===== src/rtl/writeback_bypass_pkg.sv =====
// Shared control encodings for the writeback stage: load-size codes and the
// bit layout of the packed control word presented by the memory stage.
package writeback_bypass_pkg;

  typedef enum logic [1:0] {
    LS_WORD     = 2'b00,
    LS_HALF     = 2'b01,
    LS_BYTE     = 2'b10,
    LS_WORD_ALT = 2'b11
  } load_size_e;

  localparam int CONTROL_REG_SIZE   = 6;
  localparam int CTRL_VALID         = 0;
  localparam int CTRL_REG_WRITE     = 1;
  localparam int CTRL_MEM_TO_REG    = 2;
  localparam int CTRL_LOAD_UNSIGNED = 3;
  localparam int CTRL_SIZE_LSB      = 4;

endpackage


===== src/rtl/writeback_bypass_load_aligner.sv =====
// Big-endian sub-word load extraction with sign/zero extension.
// Offset 0 addresses the most significant byte of the memory word.
module load_aligner
  import writeback_bypass_pkg::*;
#(
  parameter int DATA_WIDTH = 32
) (
  input  logic [DATA_WIDTH-1:0] mem_data,
  input  logic [1:0]            load_size,
  input  logic                  load_unsigned,
  input  logic [1:0]            byte_offset,
  output logic [DATA_WIDTH-1:0] ext_data
);

  logic [7:0]  byte_sel;
  logic [15:0] half_sel;
  logic        byte_fill;
  logic        half_fill;

  always_comb begin
    case (byte_offset)
      2'd0:    byte_sel = mem_data[DATA_WIDTH-1  -: 8];
      2'd1:    byte_sel = mem_data[DATA_WIDTH-9  -: 8];
      2'd2:    byte_sel = mem_data[DATA_WIDTH-17 -: 8];
      default: byte_sel = mem_data[DATA_WIDTH-25 -: 8];
    endcase

    // offset bit 0 is irrelevant for halves
    half_sel = byte_offset[1] ? mem_data[DATA_WIDTH-17 -: 16]
                              : mem_data[DATA_WIDTH-1  -: 16];

    byte_fill = ~load_unsigned & byte_sel[7];
    half_fill = ~load_unsigned & half_sel[15];

    ext_data = mem_data;
    case (load_size_e'(load_size))
      LS_BYTE: ext_data = {{(DATA_WIDTH-8){byte_fill}}, byte_sel};
      LS_HALF: ext_data = {{(DATA_WIDTH-16){half_fill}}, half_sel};
      default: ext_data = mem_data;
    endcase
  end

endmodule


===== src/rtl/writeback_bypass.sv =====
// Writeback stage: registers the retiring result onto the register-file write
// port and keeps a short per-cycle history of writes for decode forwarding.
module writeback_bypass
  import writeback_bypass_pkg::*;
#(
  parameter int DATA_WIDTH     = 32,
  parameter int REG_ADDR_WIDTH = 5,
  parameter int HISTORY_DEPTH  = 2
) (
  input  logic                      clock,
  input  logic                      reset,
  input  logic                      hold,
  input  logic                      in_valid,
  input  logic                      in_reg_write,
  input  logic                      in_mem_to_reg,
  input  logic [1:0]                in_load_size,
  input  logic                      in_load_unsigned,
  input  logic [1:0]                in_byte_offset,
  input  logic [REG_ADDR_WIDTH-1:0] in_rd,
  input  logic [DATA_WIDTH-1:0]     in_alu_data,
  input  logic [DATA_WIDTH-1:0]     in_mem_data,
  output logic [REG_ADDR_WIDTH-1:0] rdOut,
  output logic                      regWriteEnable,
  output logic [DATA_WIDTH-1:0]     writeBackData,
  input  logic [REG_ADDR_WIDTH-1:0] rs_addr,
  input  logic [REG_ADDR_WIDTH-1:0] rt_addr,
  output logic                      rs_hit,
  output logic                      rt_hit,
  output logic [DATA_WIDTH-1:0]     rs_fwd_data,
  output logic [DATA_WIDTH-1:0]     rt_fwd_data
);

  logic [CONTROL_REG_SIZE-1:0] ctrl;
  logic                        commit;
  logic [DATA_WIDTH-1:0]       load_data;
  logic [DATA_WIDTH-1:0]       result;

  logic                      we_q,   we_d;
  logic [REG_ADDR_WIDTH-1:0] rd_q,   rd_d;
  logic [DATA_WIDTH-1:0]     data_q, data_d;

  logic [HISTORY_DEPTH-1:0]  hist_valid_q, hist_valid_d;
  logic [REG_ADDR_WIDTH-1:0] hist_rd_q    [HISTORY_DEPTH];
  logic [REG_ADDR_WIDTH-1:0] hist_rd_d    [HISTORY_DEPTH];
  logic [DATA_WIDTH-1:0]     hist_data_q  [HISTORY_DEPTH];
  logic [DATA_WIDTH-1:0]     hist_data_d  [HISTORY_DEPTH];

  always_comb begin
    ctrl                                = '0;
    ctrl[CTRL_VALID]                    = in_valid;
    ctrl[CTRL_REG_WRITE]                = in_reg_write;
    ctrl[CTRL_MEM_TO_REG]               = in_mem_to_reg;
    ctrl[CTRL_LOAD_UNSIGNED]            = in_load_unsigned;
    ctrl[CTRL_SIZE_LSB +: 2]            = in_load_size;
  end

  assign commit = ctrl[CTRL_VALID] & ctrl[CTRL_REG_WRITE] & (in_rd != '0) & ~hold;

  load_aligner #(
    .DATA_WIDTH (DATA_WIDTH)
  ) u_load_aligner (
    .mem_data      (in_mem_data),
    .load_size     (ctrl[CTRL_SIZE_LSB +: 2]),
    .load_unsigned (ctrl[CTRL_LOAD_UNSIGNED]),
    .byte_offset   (in_byte_offset),
    .ext_data      (load_data)
  );

  assign result = ctrl[CTRL_MEM_TO_REG] ? load_data : in_alu_data;

  // Write port: strobe drops on idle cycles but address/data are kept.
  always_comb begin
    we_d   = we_q;
    rd_d   = rd_q;
    data_d = data_q;
    if (!hold) begin
      we_d = commit;
      if (commit) begin
        rd_d   = in_rd;
        data_d = result;
      end
    end
  end

  // History ages every unheld cycle; entry 0 mirrors the write port.
  always_comb begin
    hist_valid_d = hist_valid_q;
    hist_rd_d    = hist_rd_q;
    hist_data_d  = hist_data_q;
    if (!hold) begin
      for (int i = HISTORY_DEPTH-1; i > 0; i--) begin
        hist_valid_d[i] = hist_valid_q[i-1];
        hist_rd_d[i]    = hist_rd_q[i-1];
        hist_data_d[i]  = hist_data_q[i-1];
      end
      hist_valid_d[0] = commit;
      if (commit) begin
        hist_rd_d[0]   = in_rd;
        hist_data_d[0] = result;
      end
    end
  end

  always_ff @(posedge clock) begin
    if (reset) begin
      we_q         <= 1'b0;
      rd_q         <= '0;
      data_q       <= '0;
      hist_valid_q <= '0;
      hist_rd_q    <= '{default: '0};
      hist_data_q  <= '{default: '0};
    end else begin
      we_q         <= we_d;
      rd_q         <= rd_d;
      data_q       <= data_d;
      hist_valid_q <= hist_valid_d;
      hist_rd_q    <= hist_rd_d;
      hist_data_q  <= hist_data_d;
    end
  end

  assign regWriteEnable = we_q;
  assign rdOut          = rd_q;
  assign writeBackData  = data_q;

  // Scan oldest to youngest so the youngest match overwrites older ones.
  always_comb begin
    rs_hit      = 1'b0;
    rs_fwd_data = '0;
    rt_hit      = 1'b0;
    rt_fwd_data = '0;
    for (int i = HISTORY_DEPTH-1; i >= 0; i--) begin
      if (hist_valid_q[i] && (hist_rd_q[i] == rs_addr) && (rs_addr != '0)) begin
        rs_hit      = 1'b1;
        rs_fwd_data = hist_data_q[i];
      end
      if (hist_valid_q[i] && (hist_rd_q[i] == rt_addr) && (rt_addr != '0)) begin
        rt_hit      = 1'b1;
        rt_fwd_data = hist_data_q[i];
      end
    end
  end

endmodule


===== config.mk =====
export PLATFORM = sky130hd
export DESIGN_NAME = writeback_bypass
export DESIGN_NICKNAME = d
export VERILOG_FILES = /design/src/rtl/writeback_bypass_pkg.sv /design/src/rtl/writeback_bypass_load_aligner.sv /design/src/rtl/writeback_bypass.sv
export SDC_FILE = /design/constraint.sdc
export NUM_CORES = 1
export LEC_CHECK = 0
export CAP_MARGIN = 30
export CORE_ASPECT_RATIO = 0.8
export CORE_MARGIN = 2
export CORE_UTILIZATION = 49
export DETAILED_ROUTE_END_ITERATION = 8
export GPL_TIMING_DRIVEN = 0
export PLACE_DENSITY = 0.95
export SLEW_MARGIN = 40
export SYNTH_ARGS = -nofsm -noshare
export SYNTH_HDL_FRONTEND = slang
export SYNTH_SLANG_ARGS = --single-unit

===== constraint.sdc =====
create_clock -name clock -period 3.4 [get_ports clock]
set_input_delay 0.68 -clock clock [delete_from_list [all_inputs] [get_ports clock]]
set_output_delay 0.68 -clock clock [all_outputs]
set_load 0.1 [all_outputs]

==> results <==
## metal layers
layer	vias up	wire length [µm]
li1	2624	-
met1	2786	7990
met2	395	9120
met3	54	2030
met4	0	485
met5	-	0
## cells in the final DEF, fill, tap and decap left out, types with 18 or more instances in the layout
master,instances
nand2_1,40
mux2_2,70
buf_6,58
xor2_1,18
mux2i_1,43
clkbuf_1,23
o21ai_0,18
buf_4,49
clkdlybuf4s50_1,79
buf_2,55
nor2_1,52
and3_1,64
a221oi_1,46
dfxtp_1,76
## where the power goes
group | switching [µW] | total [µW] | internal [µW]
Sequential | 32.9 | 948 | 915
Combinational | 337 | 547 | 210
Clock | 369 | 975 | 606
## stage by stage
stage	cells	setup TNS (ns)	hold slack [ns]	cell area [µm²]
after CTS	956	0	0.513	7540
after global placement	937	-97.99	0.480	7370
after global routing	960	-0.0447	0.537	7730
after floorplan	607	0	0.464	5290
final	960	0	0.514	7730
after detailed placement	937	-32.69	0.499	6870
## flip-flops by register name, summed over array words and instances (netlist names)
register,cells
hist_rd_q,10
hist_valid_q,2
hist_data_q,64
## cell families after synthesis
logic type	Yosys count
AND/OR/NAND/NOR	184
multiplexers	113
XOR/XNOR	20
AO/OA/AOI/OAI	112
flip-flops	76
buffers and inverters	100
adder cells (fa/ha/maj)	2
## what timing repair did
action | 4_1_cts | 5_1_grt
resized for setup | 114 | 46
endpoints found under the hold margin | 0 | 0
pin swaps | 7 | 5
hold buffers | 0 | 0
setup buffers | 6 | 4
endpoints found under the setup margin | 66 | 64
## final cells by class
cell class	count	area (µm²)
multi-input combinational	431	3310
fill	760	2630
timing repair buffer	200	1850
sequential	76	1520
buffer	89	536
clock buffer	12	256
tap	140	175
clock inverter	4	47.5
inverter	8	30.0
## path summary, 6_finish.rpt
| kind | end | slack [ns] | cells after the start |
|---|---|---|---|
| setup / recovery | rs_fwd_data[25] | 0.02 | 8 |
| hold / removal | hist_data_q[28] | 0.51 | 2 |
| setup reg to reg | hist_data_q[49] | 2.40 | 2 |
| hold reg to reg | hist_data_q[28] | 0.51 | 2 |
## worst max-delay path, stage by stage
cell,delay (ns)
clkdlybuf4s50_1,0.54
nor3_4,0.24
nand2_1,0.11
nand4_1,0.16
buf_4,0.16
clkbuf_4,0.23
mux2_2,0.38
buf_6,0.19
## synthesized netlist by cell type (2+ instances only)
master | n | area, µm²
nand2b_1 | 7 | 43.8
o41ai_1 | 7 | 61.3
o21ai_0 | 18 | 90.1
dfxtp_1 | 76 | 1520
nand4_1 | 2 | 12.5
xnor2_1 | 2 | 17.5
nor4_1 | 4 | 25.0
o2bb2ai_1 | 6 | 52.6
nor2_1 | 52 | 195
ha_1 | 2 | 25.0
and3_1 | 64 | 400
o211ai_1 | 2 | 15.0
mux2i_1 | 43 | 430
a22oi_1 | 8 | 60.1
buf_4 | 41 | 308
nand2_1 | 40 | 150
clkbuf_1 | 39 | 146
a21oi_1 | 9 | 45.0
buf_1 | 2 | 7.51
xor2_1 | 18 | 158
inv_1 | 8 | 30.0
nor3_1 | 2 | 10.0
nand3b_1 | 7 | 52.6
o221ai_1 | 8 | 70.1
a211oi_1 | 3 | 22.5
buf_2 | 10 | 50.1
mux2_2 | 70 | 788
a221oi_1 | 46 | 403
==> impl_metrics.toml <==
[outcome]
run_status = "finished, final reports clean"

[yosys]
synth-compound-area-share_pct = 16.5
synth_seq_cells = 76
synth_nets = 699
synth_top_family_by_area = "multiplexers"
ys_types = 39
ys_seq_area_share_pct = 28.8
synth_edf_count = 0
synthAdderAreaFrac_pct = 0.473
muxShareOfSynthArea_pct = 23.0
syn_area_per_cell_um2 = 8.72
async_reset_ff_share_pct = 0
synthSimpleGateAreaFrac_pct = 17.7
syn_inst = 607
synth_xor_area_share_pct = 3.31
synthFlopType = "dfxtp_1"
synth_area_um2 = 5290
yosys_warnings = 0

[global_routing]
grtUsageMet3_pct = 6.07
met1_usage_pct = 43.1
grt_pass1_vias = 5750
grt_max_degree = 16
grt_use_total_pct = 32.7
antenna_found_initial = 0
grt_pass1_wl_um = 30400
grt_most_used_layer = "met2"
grt.overflow.total = 0
grt_use_met2_pct = 53.7

[timing]
fin_ws_ns = 0.0182
min_period_over_period_pct = 99.5
drv_slew = 0
worst_pin_slew_ns = 0.735
period_minus_slack_ns = 3.38
hold_violations = 0
max_freq_mhz = 296
setup_viol = 0
slew_headroom_pct = 50.9
finalClockSkew_ns = 0.00476

[cells_and_area]
antenna_cells = 0
layout.nets = 907
final_layout_size_suffix_gt1_share_pct = 33.5
syn_to_final_growth_pct = 46.2
utilization_pct = 74.6

[cts]
clkTransAtPathRegs_ns = 0.06
cts.sinks = 76
cts_buffers = 9
cts_tree = "done"
cts_buffer_depth = 2
clock_latency_ns = 0.33
root_buffer = "clkbuf_16"
htree_levels = 3

[min_path]
min-delay-path-class = "flop to flop"
min_from = "hist_data_q[28]"

[setup_path]
cp-start-kind = "input port"
critical_path.startpoint = "rs_addr[4]"
worst-endpoint-required_ns = 2.72
end_kind = "primary output"
r2r-start = "hist_data_q[49]"
crit_type = "input port to primary output"
cp_max_fo = 10
critPathArrivalTime_ns = 2.70

[place]
post-dp-hpwl_um = 14600
gp_congestion = 0.905
dp_slack_ns = -0.609
numPortBuffers = 190

[power_and_ir_drop]
leakage_uw = 0.00371
power.density_nw_per_um2 = 319
worst_ir_drop_vdd_uv = 209
fin_total_pwr_uw = 2470

[routing]
ant_nets = 0
route.detailed.drc = 0
wl_um = 19600
vias = 5859
firstDrtPassIters = 5
wl_per_cell_um = 20.5
drt_iter0_markers = 439
vias_per_cell = 6.10

[die]
ios = 194
core_area_um2 = 10400
fp-row-count = 33
dieArea_um2 = 11700
initial_core_util_pct = 51.1
die_w_um = 120
die-height_um = 96.9

[run]
max_cap_violations = 0
(Power assumes the default switching activity.)
